[config.mk]
export PLATFORM = sky130hd
export DESIGN_NAME = eng_uc_queue
export DESIGN_NICKNAME = d
export VERILOG_FILES = /design/src/rtl/eng_uc_queue_pkg.sv /design/src/rtl/eng_uc_queue_insert_pos.sv /design/src/rtl/eng_uc_queue.sv
export SDC_FILE = /design/constraint.sdc
export NUM_CORES = 1
export LEC_CHECK = 0
export BUFFER_PORTS_ARGS = -buffer_cell sky130_fd_sc_hd__buf_2
export CORE_UTILIZATION = 52
export CTS_BUF_LIST = sky130_fd_sc_hd__clkbuf_8 sky130_fd_sc_hd__clkbuf_16
export DETAILED_ROUTE_END_ITERATION = 8
export GPL_TIMING_DRIVEN = 0
export PLACE_DENSITY = 0.7
export SETUP_SLACK_MARGIN = 0.15
export SYNTH_ARGS = -nofsm -noshare
export SYNTH_HDL_FRONTEND = slang
export SYNTH_SLANG_ARGS = --single-unit
export TNS_END_PERCENT = 20
[constraint.sdc]
create_clock -name clk -period 6.3 [get_ports clk]
set_clock_uncertainty 0.05 [all_clocks]
set_input_delay 0.315 -clock clk [delete_from_list [all_inputs] [get_ports clk]]
set_output_delay 0.315 -clock clk [all_outputs]
set_load 0.01 [all_outputs]
[src/rtl/eng_uc_queue_pkg.sv]
// Shared types and defaults for the per-engine implied-unit-clause queue.
// Contents:
//   LIT_W              literal width in bits
//   lit_t              literal type; value 0 is reserved as "no literal"
//   UCQ_DEPTH_DEFAULT  default queue depth
package eng_uc_queue_pkg;

    localparam int unsigned LIT_W = 8;

    typedef logic [LIT_W-1:0] lit_t;

    localparam int unsigned UCQ_DEPTH_DEFAULT = 8;

endpackage

[src/rtl/eng_uc_queue_insert_pos.sv]
// Insert-position finder for eng_uc_queue (purely combinational).
// It operates on the queue as it will look after any same-cycle pop.
// Optional feature macro: UCQ_DEDUP_EN (builds the duplicate-match comparators).
// Ports:
//   entries  in   lit_t x DEPTH  queue contents, index 0 = head, unused slots are 0
//   count    in   CNT_W          number of valid entries in entries
//   lit      in   lit_t          literal to insert
//   mode     in   1              0 = FIFO (tail insert), 1 = ascending priority order
//   pos      out  CNT_W          index at which lit goes (0..count)
//   dup      out  1              lit already present (always 0 without UCQ_DEDUP_EN)
module eng_uc_queue_insert_pos
    import eng_uc_queue_pkg::*;
#(
    parameter int unsigned DEPTH = UCQ_DEPTH_DEFAULT,
    localparam int unsigned CNT_W = $clog2(DEPTH) + 1
) (
    input  lit_t             entries [DEPTH],
    input  logic [CNT_W-1:0] count,
    input  lit_t             lit,
    input  logic             mode,
    output logic [CNT_W-1:0] pos,
    output logic             dup
);

    // Entries are kept sorted in PQ mode, so the lowest index holding a
    // strictly larger literal is the insert point; equal literals stay ahead
    // of the new one, which keeps ties stable.
    always_comb begin
        pos = count;
        if (mode) begin
            for (int i = DEPTH - 1; i >= 0; i--) begin
                if ((CNT_W'(i) < count) && (entries[i] > lit)) begin
                    pos = CNT_W'(i);
                end
            end
        end
    end

`ifdef UCQ_DEDUP_EN
    always_comb begin
        dup = 1'b0;
        for (int i = 0; i < DEPTH; i++) begin
            if ((CNT_W'(i) < count) && (entries[i] == lit)) begin
                dup = 1'b1;
            end
        end
    end
`else
    assign dup = 1'b0;
`endif

endmodule

[src/rtl/eng_uc_queue.sv]
// Per-engine implied-unit-clause queue feeding the UC arbiter.
// The engine pushes implied literals; the arbiter reads the head and pops it.
// The queue runs in FIFO order or in ascending-literal priority order, so the
// head is always the next pop candidate. All outputs come straight from registers.
// Optional feature macro: UCQ_DEDUP_EN (drop pushes of literals already queued).
// Ports:
//   clk            in   1      clock
//   rst            in   1      synchronous active-high reset
//   input_mode     in   1      0 = FIFO, 1 = ascending PQ; latched only while empty
//   eng_push       in   1      push eng_lit this cycle
//   eng_lit        in   lit_t  literal to push; 0 is ignored
//   flush          in   1      discard all entries, clear overflow (wins over push/pop)
//   uca2ucq_pop    in   1      remove head this cycle
//   ucq2uca_min    out  lit_t  head entry (0 when empty)
//   ucq2uca_valid  out  1      queue non-empty
//   ucq2uca_empty  out  1      queue empty
//   ucq2uca_full   out  1      count == DEPTH
//   ucq_count      out  CNT_W  occupancy
//   ucq_overflow   out  1      sticky: a push was dropped because the queue was full
module eng_uc_queue
    import eng_uc_queue_pkg::*;
#(
    parameter int unsigned DEPTH = UCQ_DEPTH_DEFAULT,
    localparam int unsigned CNT_W = $clog2(DEPTH) + 1
) (
    input  logic             clk,
    input  logic             rst,
    input  logic             input_mode,
    input  logic             eng_push,
    input  lit_t             eng_lit,
    input  logic             flush,
    input  logic             uca2ucq_pop,
    output lit_t             ucq2uca_min,
    output logic             ucq2uca_valid,
    output logic             ucq2uca_empty,
    output logic             ucq2uca_full,
    output logic [CNT_W-1:0] ucq_count,
    output logic             ucq_overflow
);

    lit_t             ent_q [DEPTH];
    lit_t             ent_d [DEPTH];
    lit_t             ent_s [DEPTH];  // contents after any same-cycle pop
    logic [CNT_W-1:0] count_q, count_d, count_s;
    logic [CNT_W-1:0] ins_pos;
    logic             mode_q, mode_d;
    logic             ovf_q, ovf_d;
    logic             pop_acc, push_req, push_acc, dup_hit, room;

    always_comb begin
        pop_acc  = uca2ucq_pop && (count_q != '0) && !flush;
        push_req = eng_push && (eng_lit != '0) && !flush;
    end

    // Apply the pop first so insertion sees the queue the arbiter leaves behind;
    // a full queue that is popped therefore still has room for the push.
    always_comb begin
        for (int i = 0; i < DEPTH - 1; i++) begin
            ent_s[i] = pop_acc ? ent_q[i+1] : ent_q[i];
        end
        ent_s[DEPTH-1] = pop_acc ? '0 : ent_q[DEPTH-1];
        count_s = count_q - {{(CNT_W-1){1'b0}}, pop_acc};
    end

    eng_uc_queue_insert_pos #(
        .DEPTH (DEPTH)
    ) u_insert_pos (
        .entries (ent_s),
        .count   (count_s),
        .lit     (eng_lit),
        .mode    (mode_q),
        .pos     (ins_pos),
        .dup     (dup_hit)
    );

    always_comb begin
        room     = (count_s != CNT_W'(DEPTH));
        push_acc = push_req && !dup_hit && room;
    end

    // Next-state: shift entries at/after the insert point up by one.
    always_comb begin
        if (flush) begin
            for (int i = 0; i < DEPTH; i++) begin
                ent_d[i] = '0;
            end
            count_d = '0;
            ovf_d   = 1'b0;
        end else begin
            ent_d[0] = (push_acc && (ins_pos == '0)) ? eng_lit : ent_s[0];
            for (int i = 1; i < DEPTH; i++) begin
                if (!push_acc || (CNT_W'(i) < ins_pos)) begin
                    ent_d[i] = ent_s[i];
                end else if (CNT_W'(i) == ins_pos) begin
                    ent_d[i] = eng_lit;
                end else begin
                    ent_d[i] = ent_s[i-1];
                end
            end
            count_d = count_s + {{(CNT_W-1){1'b0}}, push_acc};
            ovf_d   = ovf_q | (push_req && !dup_hit && !room);
        end
    end

    // Order may only change while nothing is queued, so stored entries never
    // mix orderings.
    always_comb begin
        mode_d = mode_q;
        if ((count_q == '0) && !push_acc) begin
            mode_d = input_mode;
        end
    end

    always_ff @(posedge clk) begin
        if (rst) begin
            for (int i = 0; i < DEPTH; i++) begin
                ent_q[i] <= '0;
            end
            count_q <= '0;
            mode_q  <= 1'b0;
            ovf_q   <= 1'b0;
        end else begin
            for (int i = 0; i < DEPTH; i++) begin
                ent_q[i] <= ent_d[i];
            end
            count_q <= count_d;
            mode_q  <= mode_d;
            ovf_q   <= ovf_d;
        end
    end

    assign ucq2uca_min   = ent_q[0];
    assign ucq2uca_valid = (count_q != '0);
    assign ucq2uca_empty = (count_q == '0);
    assign ucq2uca_full  = (count_q == CNT_W'(DEPTH));
    assign ucq_count     = count_q;
    assign ucq_overflow  = ovf_q;

endmodule
==> impl_metrics.ini, run 1 <==
[final_layout]
mostFrequentLayoutCell = dfxtp_1
drive_above_1_share = 0.177
final_area_sq_um = 6070
layout_common_cells = dfxtp_1, ha_1, inv_1
nets = 739
num_antenna_cells = 0
area_growth_pct = 8.69

[die]
num_rows = 37
die_h_um = 106
core_sq_um = 10400
die_w_um = 106
initial_core_util = 0.539
design.portCount = 30
die-area_sq_um = 11200

[logic_synthesis]
ys_top_cells_by_area = dfxtp_1, ha_1, mux2i_1, mux2_2, o22ai_1
syn-instance-count = 624
async_reset_ff_frac = 0
yosysTopAreaCell = dfxtp_1
ys.flop_type = dfxtp_1
synth_top_area_share = 0.251
netlist_area_sq_um = 5590
ys_ff_latch = 70
seq_area_frac_synth = 0.251
synth_warnings = 0
syn_nets = 706
syn-mean-instance-area_sq_um = 8.95
synth_edf_count = 0
netlist-cell-type-count = 67

[routing]
dr_total_vias = 5053
wl_per_cell_um = 22.0
drt_first_pass_iters = 5
vias_per_cell = 6.33
ant_nets = 0
wirelength_um = 17600
drc = 0
drtIter0Drc = 400

[cts]
clock_latency_ps = 360
cts_buffer_depth = 2
postCtsSetupBuffers = 0
cts_buffers = 9
path_clk_slew_ps = 80
cts_tree = yes
clock_sinks = 70
clockRootBuffer = clkbuf_8
cts_resized = 0
hold_buffers = 0
htreeDepth = 3

[timing]
final-hold-violation-count = 0
slew_viol_final = 0
final.setup.tns_ps = 0
max_freq_mhz = 175
relSlewSlack = 0.436
period_minus_slack_ps = 5720
rsz0062_at_grt = no
final-setup-viol-count = 0
fin_crit_sh = 0.907
tightest_slew_ps = 846

[global_route]
grt_max_degree = 12
grt-busiest-layer = met2
first_global_vias = 5064
globalRouteMet3Util = 0.0649
grt_pass1_wl_um = 27500
grtUsageTotal = 0.326
grt_overflow = 0
use_met1 = 0.427
antenna_found_initial = 0
met2_usage = 0.504

[worst_setup_path]
cp-end-kind = register
reg2reg_from = ucq_count[2]$_SDFF_PP0_
slowest_delay_ps = 600
crit_slowest_cell = o21ai_1
worstSetupStartpointType = register
cp.required_ps = 6470
cp-startpoint = ucq_count[2]$_SDFF_PP0_
r2r_slack_ps = 580
path_common_cell = clkbuf_1
worstPathMaxFanout = 10
crit_type = reg2reg
path_cells = nor4_1 > nor3b_2 > clkbuf_1 > clkbuf_1 > ha_1 > nor3b_4 > xor2_2 > o22ai_1 > or2_1 > o311ai_1 > a31oi_1 > a211o_1 > clkbuf_1 > o21ai_1 > o22ai_1
arrival_ps = 5880

[power]
p_per_area_nw_per_um2 = 166
power_leakage_nw = 2.66
switching_share = 0.302
clkPwrFrac = 0.389
p_total_w = 0.00101
p_int_w = 0.000705
power.switching_w = 0.000306
peakVddDrop_mv = 0.144
seqPwrFrac = 0.444
comb_power_share = 0.167

[flow_run]
max_cap_viol_count = 0

[outcome]
status = complete, no violations

[hold_path]
holdCritPathClass = in2reg
hold_start = rst

[placed_design]
dpl_cell_area_sq_um = 5870
io_buffer_count = 22
gp_congestion = 0.902
place_hpwl_um = 13000
sequential cells by signal, summed over array words and instances, names as in the netlist:
register      flops
ucq_overflow      1
ucq_count         4
ent_q            64
mode_q            1
cell usage after synthesis, types with 2 or more instances:
library cell,instances
nand4_1,16
nand2_1,22
nor2_1,30
a211oi_1,5
o22a_1,2
o31ai_1,4
a21o_1,5
inv_1,57
nand3_1,14
o22ai_1,43
ha_1,68
dfxtp_1,70
mux2_2,48
nor4_1,3
a211o_1,2
nor3b_4,2
buf_4,9
a21boi_0,3
nand2b_1,5
o32ai_1,2
o211ai_1,9
xnor2_1,2
a21oi_1,39
o21ai_0,6
and2_1,6
buf_2,4
o21ai_1,2
nand4b_1,2
o32a_1,2
nor3b_1,2
clkbuf_1,22
nor2b_1,13
mux2i_1,55
xor2_2,2
nand3b_1,2
o221ai_1,7
nor3_1,5
a32o_1,3
a31oi_1,3
layer usage:
| metal | up-vias | routed length, um |
|---|---|---|
| met5 | - | 0 |
| met4 | 0 | 841 |
| met3 | 56 | 1180 |
| met2 | 206 | 7730 |
| met1 | 2409 | 7830 |
| li1 | 2382 | - |
cell type report:
cell class | count | area, sq um
fillers | 952 | 4300
multi-input cells | 461 | 3800
flip-flops and latches | 70 | 1400
inverters | 57 | 214
plain buffers | 36 | 181
well taps | 136 | 170
clock buffers | 11 | 151
repair buffers | 22 | 110
clock inverters | 5 | 48.8
power groups by stage:
stage,Clock [W],Sequential (W),Combinational (W)
2_1_floorplan,0,0.000458,0.000114
3_3_place_gp,0,0.000459,0.000159
3_5_place_dp,0,0.000459,0.000164
4_1_cts,0.000394,0.000448,0.000165
5_1_grt,0.000413,0.000449,0.000181
6_report,0.000393,0.000448,0.000169
worst max-delay path, delay by kind of cell (launching register included):
family / cells / cell delay, ps
xor gates and xnor gates: 1 / 480
adders and majority gates: 1 / 270
AOI/OAI and AO/OA: 6 / 1680
and+or+nand+nor: 4 / 1310
DFF: 1 / 530
buffers and inverters: 3 / 1230
path summary, 6_finish.rpt:
| check | to | cells after the start |
|---|---|---|
| hold reg to reg | ucq_overflow$_SDFF_PP0_ | 2 |
| setup / recovery | ent_q[0][54]$_SDFF_PP0_ | 15 |
| setup reg to reg | ent_q[0][54]$_SDFF_PP0_ | 15 |
| hold / removal | mode_q$_SDFFE_PP0P_ | 2 |
through the flow:
stage | util | setup slack (ps) | hold WS [ps] | cells
final | 0.586 | 584 | 78.5 | 798
after global routing | 0.586 | 166 | 74.5 | 798
after CTS | 0.585 | 300 | 68.7 | 798
after detailed placement | 0.566 | 339 | 406 | 782
after global placement | 0.566 | 380 | 403 | 782
after floorplan | - | 1590 | 334 | 624
cell families (layout without fill, tap and decap cells):
group           after synthesis  count (layout)  synth area share
xor+xnor                      5               5            0.0119
compound gates              147             147             0.177
simple gates                136             136             0.137
mux                         105             105             0.200
flops                        70              70             0.251
buf+inv                      93             131            0.0708
fa+ha+maj                    68              68             0.152
Note: power is estimated with default switching activity, not from simulation.
==> run 2, diff against run 1 <==
ABC_AREA = 1   (was unset)
PLACE_DENSITY = 0.69   (was 0.7)
==> run 2 against run 1 <==
Net effect: the flow now finishes with violations (DRC); global-route usage up 0.46 points; non-clock buffer count rose by 11; flip-flop and latch count unchanged; design area up 13%; clock-buffer cell count is the same; combinational power grew 75%; final cell count is 49% higher; fmax is 0.99% higher; largest power group is now the clock network; register-to-register slack gained 60 ps; core utilization up 0.75 points; sequential power grew 4%; highest routed layer unchanged.
==> impl_metrics.ini, run 2 <==
[outcome]
status = finished with violations
violations = DRC

[die]
die_w_um = 112
die-area_sq_um = 12600
num_rows = 39
design.portCount = 30
core_sq_um = 11600
die_h_um = 112
initial_core_util = 0.544

[cts]
htreeDepth = 3
cts_resized = 0
path_clk_slew_ps = 60
cts_buffers = 9
cts_tree = yes
hold_buffers = 0
cts_buffer_depth = 2
clock_latency_ps = 340
clock_sinks = 70
clockRootBuffer = clkbuf_16
postCtsSetupBuffers = 0

[final_layout]
largest_register = ent_q
mostFrequentLayoutCell = nand2_1
drive_above_1_share = 0.120
layout_common_cells = nand2_1, inv_1, a21oi_1
largest_reg_flops = 64
num_antenna_cells = 0
area_growth_pct = 9.09
nets = 1122
final_area_sq_um = 6890

[global_route]
antenna_found_initial = 0
grtUsageTotal = 0.331
first_global_vias = 6045
grt_overflow = 0
grt_max_degree = 15
grt_pass1_wl_um = 31700

[power]
p_per_area_nw_per_um2 = 179
p_total_w = 0.00124
power_leakage_nw = 3.63
peakVddDrop_mv = 0.112

[worst_setup_path]
r2r_end = ent_q[0][63]$_SDFF_PP0_
crit_slowest_cell = clkbuf_1
crit_type = reg2reg
worstSetupStartpointType = register
r2r_cells = 28
reg2reg_from = ucq_count[2]$_SDFF_PP0_
arrival_ps = 5900
cp-end-kind = register
worstPathMaxFanout = 10
r2r_slack_ps = 640
cp.required_ps = 6540
slowest_delay_ps = 540

[logic_synthesis]
ys_top_cells_by_area = dfxtp_1, nand2_1, ha_1, inv_1, a21oi_1
synth_mux_area_frac = 0
syn-mean-instance-area_sq_um = 6.29
seq_area_frac_synth = 0.222
synth_compound_area_frac = 0.163
synth_top_family_by_area = simple AND/OR/NAND/NOR gates
synth-simple-area-share = 0.352
synth_warnings = 0
netlist-cell-type-count = 39
yosysMostFrequentCell = nand2_1
yosysTopAreaCell = dfxtp_1
synth_edf_count = 0
syn-instance-count = 1004
synth_top_cells_by_count = nand2_1, inv_1, a21oi_1
synthAdderAreaFrac = 0.135
synth_top_area_share = 0.222
syn_nets = 1086
ys.flop_type = dfxtp_1
synth-xor-area-share = 0.00139
async_reset_ff_frac = 0
ys_ff_latch = 70
netlist_area_sq_um = 6310

[timing]
period_minus_slack_ps = 5660
fin_crit_sh = 0.898
rsz0062_at_grt = no
tightest_slew_ps = 881
final-setup-viol-count = 0
final-hold-violation-count = 0
finalWorstSetupSlack_ps = 640
final.setup.tns_ps = 0
max_freq_mhz = 177
slew_viol_final = 0
relSlewSlack = 0.413

[routing]
wirelength_um = 20100
ant_nets = 0
wl_per_cell_um = 16.9
drtIter0Drc = 521
drc = 2
vias_per_cell = 5.52
drt_first_pass_iters = 7
dr_total_vias = 6551

[hold_path]
min_path_cells = 2
hold_start = rst
holdCritPathClass = in2reg
min_to = mode_q$_SDFFE_PP0P_

[placed_design]
place_hpwl_um = 14900
post-place-ws_ps = 614
gp_congestion = 0.956
io_buffer_count = 25
dpl_cell_area_sq_um = 6620

[flow_run]
max_cap_viol_count = 0
-- run 2: cell types whose count changed after synthesis, moves of 12 or more --
| cell | before | now |
|---|---|---|
| nor2b_1 | 13 | 1 |
| inv_1 | 57 | 138 |
| nor2_1 | 30 | 62 |
| a21oi_1 | 39 | 80 |
| o21ai_0 | 6 | 69 |
| mux2_2 | 48 | 0 |
| o22ai_1 | 43 | 0 |
| o21ai_1 | 2 | 21 |
| mux2i_1 | 55 | 0 |
| nand2_1 | 22 | 287 |
| nand3_1 | 14 | 66 |
| nand2_2 | 0 | 13 |
-- run 2: logic make-up (layout without fill, tap and decap cells) --
logic type | count (synthesis) | count (layout)
xor gates and xnor gates | 1 | 1
buffers and inverters | 192 | 232
and+or+nand+nor | 484 | 484
AOI/OAI and AO/OA | 189 | 189
adders and majority gates | 68 | 68
DFF | 70 | 70
-- run 2: power breakdown --
part	internal (W)	switching, W
clock network	0.000281	0.000194
registers	0.000458	0.00000916
logic	0.0000930	0.000202
total	0.000832	0.000405
-- run 2: worst max-delay path by stage --
stage	start	endpoint	slack, ps	cells after the start
3_3_place_gp	ucq_count[2]$_SDFF_PP0_	ent_q[0][63]$_SDFF_PP0_	670	28
2_1_floorplan	ucq_count[2]$_SDFF_PP0_	ent_q[0][7]$_SDFF_PP0_	2150	29
4_1_cts	ucq_count[2]$_SDFF_PP0_	ent_q[0][63]$_SDFF_PP0_	590	28
6_report	ucq_count[2]$_SDFF_PP0_	ent_q[0][63]$_SDFF_PP0_	640	28
3_5_place_dp	ucq_count[2]$_SDFF_PP0_	ent_q[0][63]$_SDFF_PP0_	610	28
5_1_grt	ucq_count[2]$_SDFF_PP0_	ent_q[0][57]$_SDFF_PP0_	270	29
-- run 2: area by class of cell --
type / instances / area [sq um]
flip-flops and latches: 70 / 1400
plain buffers: 44 / 248
clock buffers: 11 / 253
repair buffers: 25 / 125
clock inverters: 4 / 16.3
multi-input cells: 742 / 4110
inverters: 148 / 556
well taps: 143 / 179
fillers: 1211 / 4720
-- run 2: per-layer routing --
| layer | GRT usage | wire length [um] | up-vias |
|---|---|---|---|
| met5 | 0 | 0 | - |
| met3 | 0.0605 | 1410 | 49 |
| met4 | 0.137 | 693 | 0 |
| met1 | 0.420 | 8660 | 2996 |
| met2 | 0.553 | 9310 | 210 |
| li1 | - | - | 3296 |
-- run 2: worst max-delay path, delay by kind of cell (launching register included) --
family / cells / cell delay [ps]
adder cells (fa/ha/maj): 2 / 500
AO/OA/AOI/OAI: 2 / 320
flip-flops: 1 / 420
buffers and inverters: 9 / 2310
AND/OR/NAND/NOR: 15 / 1990
-- run 2: metrics by stage --
stage / hold slack, ps / utilization / instances
2_1_floorplan: 334 / - / 1004
3_3_place_gp: 401 / 0.570 / 1172
3_5_place_dp: 407 / 0.570 / 1172
4_1_cts: 92.0 / 0.593 / 1187
5_1_grt: 102 / 0.593 / 1187
6_report: 104 / 0.593 / 1187
==> run 3, diff against run 2 <==
clock period = 7.1 ns   (was 6.3 ns; I/O delays follow)
==> run 3 against run 2 <==
Net effect: the flow still finishes with violations (DRC); non-clock buffer count is the same; critical path depth up 1; die area unchanged; sequential share of layout area is essentially flat; hold slack better by 36 ps; first-iteration DRC count increased by 1.3%; wire length about the same; global-route usage unchanged; clock power is 11% lower; combinational power is 11% lower; via count grew 0.58%; core utilization is essentially flat; critical path type unchanged; largest cell class unchanged; largest power group unchanged.
==> impl_metrics.ini, run 3 (synthesis gave the netlist of run 2 again) <==
[cts]
clockRootBuffer = clkbuf_16
clock_latency_ps = 350
cts_buffer_depth = 2
cts_resized = 0
cts_buffers = 9
hold_buffers = 0
path_clk_slew_ps = 60
clock_sinks = 70
htreeDepth = 3
cts_tree = yes
postCtsSetupBuffers = 0

[power]
power_leakage_nw = 3.63
peakVddDrop_mv = 0.0997
p_per_area_nw_per_um2 = 160

[final_layout]
mostFrequentLayoutCell = nand2_1
area_growth_pct = 9.07
layout_common_cells = nand2_1, inv_1, a21oi_1
nets = 1122
num_antenna_cells = 0
largest_reg_flops = 64
final_area_sq_um = 6890
largest_register = ent_q
drive_above_1_share = 0.119

[routing]
drt_first_pass_iters = 7
drc = 2
dr_total_vias = 6589
wl_per_cell_um = 16.9
wl_met2_um = 9340
vias_per_cell = 5.55
ant_nets = 0
wl_met1_um = 8670
wirelength_um = 20100
drtIter0Drc = 528
met3_length_um = 1370
maxUsedRoutingLayer = met4

[worst_setup_path]
worstSetupStartpointType = register
cp-end-kind = register
slowest_delay_ps = 580
r2r_slack_ps = 1270
r2r_cells = 29
r2r_end = ent_q[0][63]$_SDFF_PP0_
reg2reg_from = ucq_count[2]$_SDFF_PP0_
crit_slowest_cell = clkbuf_1
arrival_ps = 6030
crit_type = reg2reg
worstPathMaxFanout = 10
cp.required_ps = 7290
path_common_cell = inv_1

[die]
design.portCount = 30
die_h_um = 112
num_rows = 39
die-area_sq_um = 12600
core_sq_um = 11600
initial_core_util = 0.544
die_w_um = 112

[flow_run]
max_cap_viol_count = 0

[timing]
tightest_slew_ps = 879
slew_viol_final = 0
final.setup.tns_ps = 0
rsz0062_at_grt = no
max_freq_mhz = 171
final-setup-viol-count = 0
final-hold-violation-count = 0
relSlewSlack = 0.414
period_minus_slack_ps = 5830
fin_crit_sh = 0.822
finalWorstSetupSlack_ps = 1270

[global_route]
grt_pass1_wl_um = 31700
antenna_found_initial = 0
grt_overflow = 0
grtUsageTotal = 0.331
first_global_vias = 6045
grt_max_degree = 15

[placed_design]
post-place-ws_ps = 1410
dpl_cell_area_sq_um = 6620
io_buffer_count = 25
place_hpwl_um = 14900
gp_congestion = 0.956

[hold_path]
min_to = mode_q$_SDFFE_PP0P_
hold_start = rst
min_path_cells = 2
holdCritPathClass = in2reg

[outcome]
status = finished with violations
violations = DRC
run 3: cell counts in the layout (fill, tap and decap cells not counted):
No cell type changed its count.
run 3: worst max-delay path by stage:
| stage | start | end | slack, ps | cells after the start |
|---|---|---|---|---|
| 6_report | ucq_count[2]$_SDFF_PP0_ | ent_q[0][63]$_SDFF_PP0_ | 1270 | 29 |
| 3_3_place_gp | ucq_count[2]$_SDFF_PP0_ | ent_q[0][63]$_SDFF_PP0_ | 1470 | 28 |
| 2_1_floorplan | ucq_count[2]$_SDFF_PP0_ | ent_q[0][7]$_SDFF_PP0_ | 2950 | 29 |
| 4_1_cts | ucq_count[2]$_SDFF_PP0_ | ent_q[0][63]$_SDFF_PP0_ | 1390 | 28 |
| 5_1_grt | ucq_count[2]$_SDFF_PP0_ | ent_q[0][57]$_SDFF_PP0_ | 880 | 29 |
| 3_5_place_dp | ucq_count[2]$_SDFF_PP0_ | ent_q[0][63]$_SDFF_PP0_ | 1410 | 28 |
run 3: critical path: cells and delay by family (launching register included):
kind / cells / cell delay (ps)
simple gates: 16 / 2140
buf+inv: 10 / 2450
flops: 1 / 420
compound gates: 1 / 50
fa+ha+maj: 2 / 620
run 3: layout make-up:
type | count | area, sq um
fill | 1212 | 4730
multi-input combinational | 742 | 4110
sequential | 70 | 1400
inverter | 148 | 556
clock buffer | 11 | 253
buffer | 44 | 246
tap | 143 | 179
timing repair buffer | 25 | 125
clock inverter | 4 | 16.3
run 3: power breakdown:
group / leakage, nW / internal, W / switching (W) / total, W
Combinational: 2.92 / 0.0000824 / 0.000179 / 0.000262
Sequential: 0.568 / 0.000406 / 0.00000809 / 0.000414
Clock: 0.145 / 0.000249 / 0.000174 / 0.000424
run 3: routing by layer:
metal	global-route usage	up-vias
met5	0	-
met4	0.137	0
met3	0.0605	47
met2	0.553	208
met1	0.420	3034
li1	-	3300
run 3: per-stage QoR:
stage	cells	total power [W]	hold WS, ps	utilization
after global placement	1172	0.000677	401	0.570
after global routing	1187	0.00115	142	0.593
final	1187	0.00110	140	0.593
after CTS	1187	0.00110	132	0.593
after detailed placement	1172	0.000680	407	0.570
after floorplan	1004	0.000609	374	-
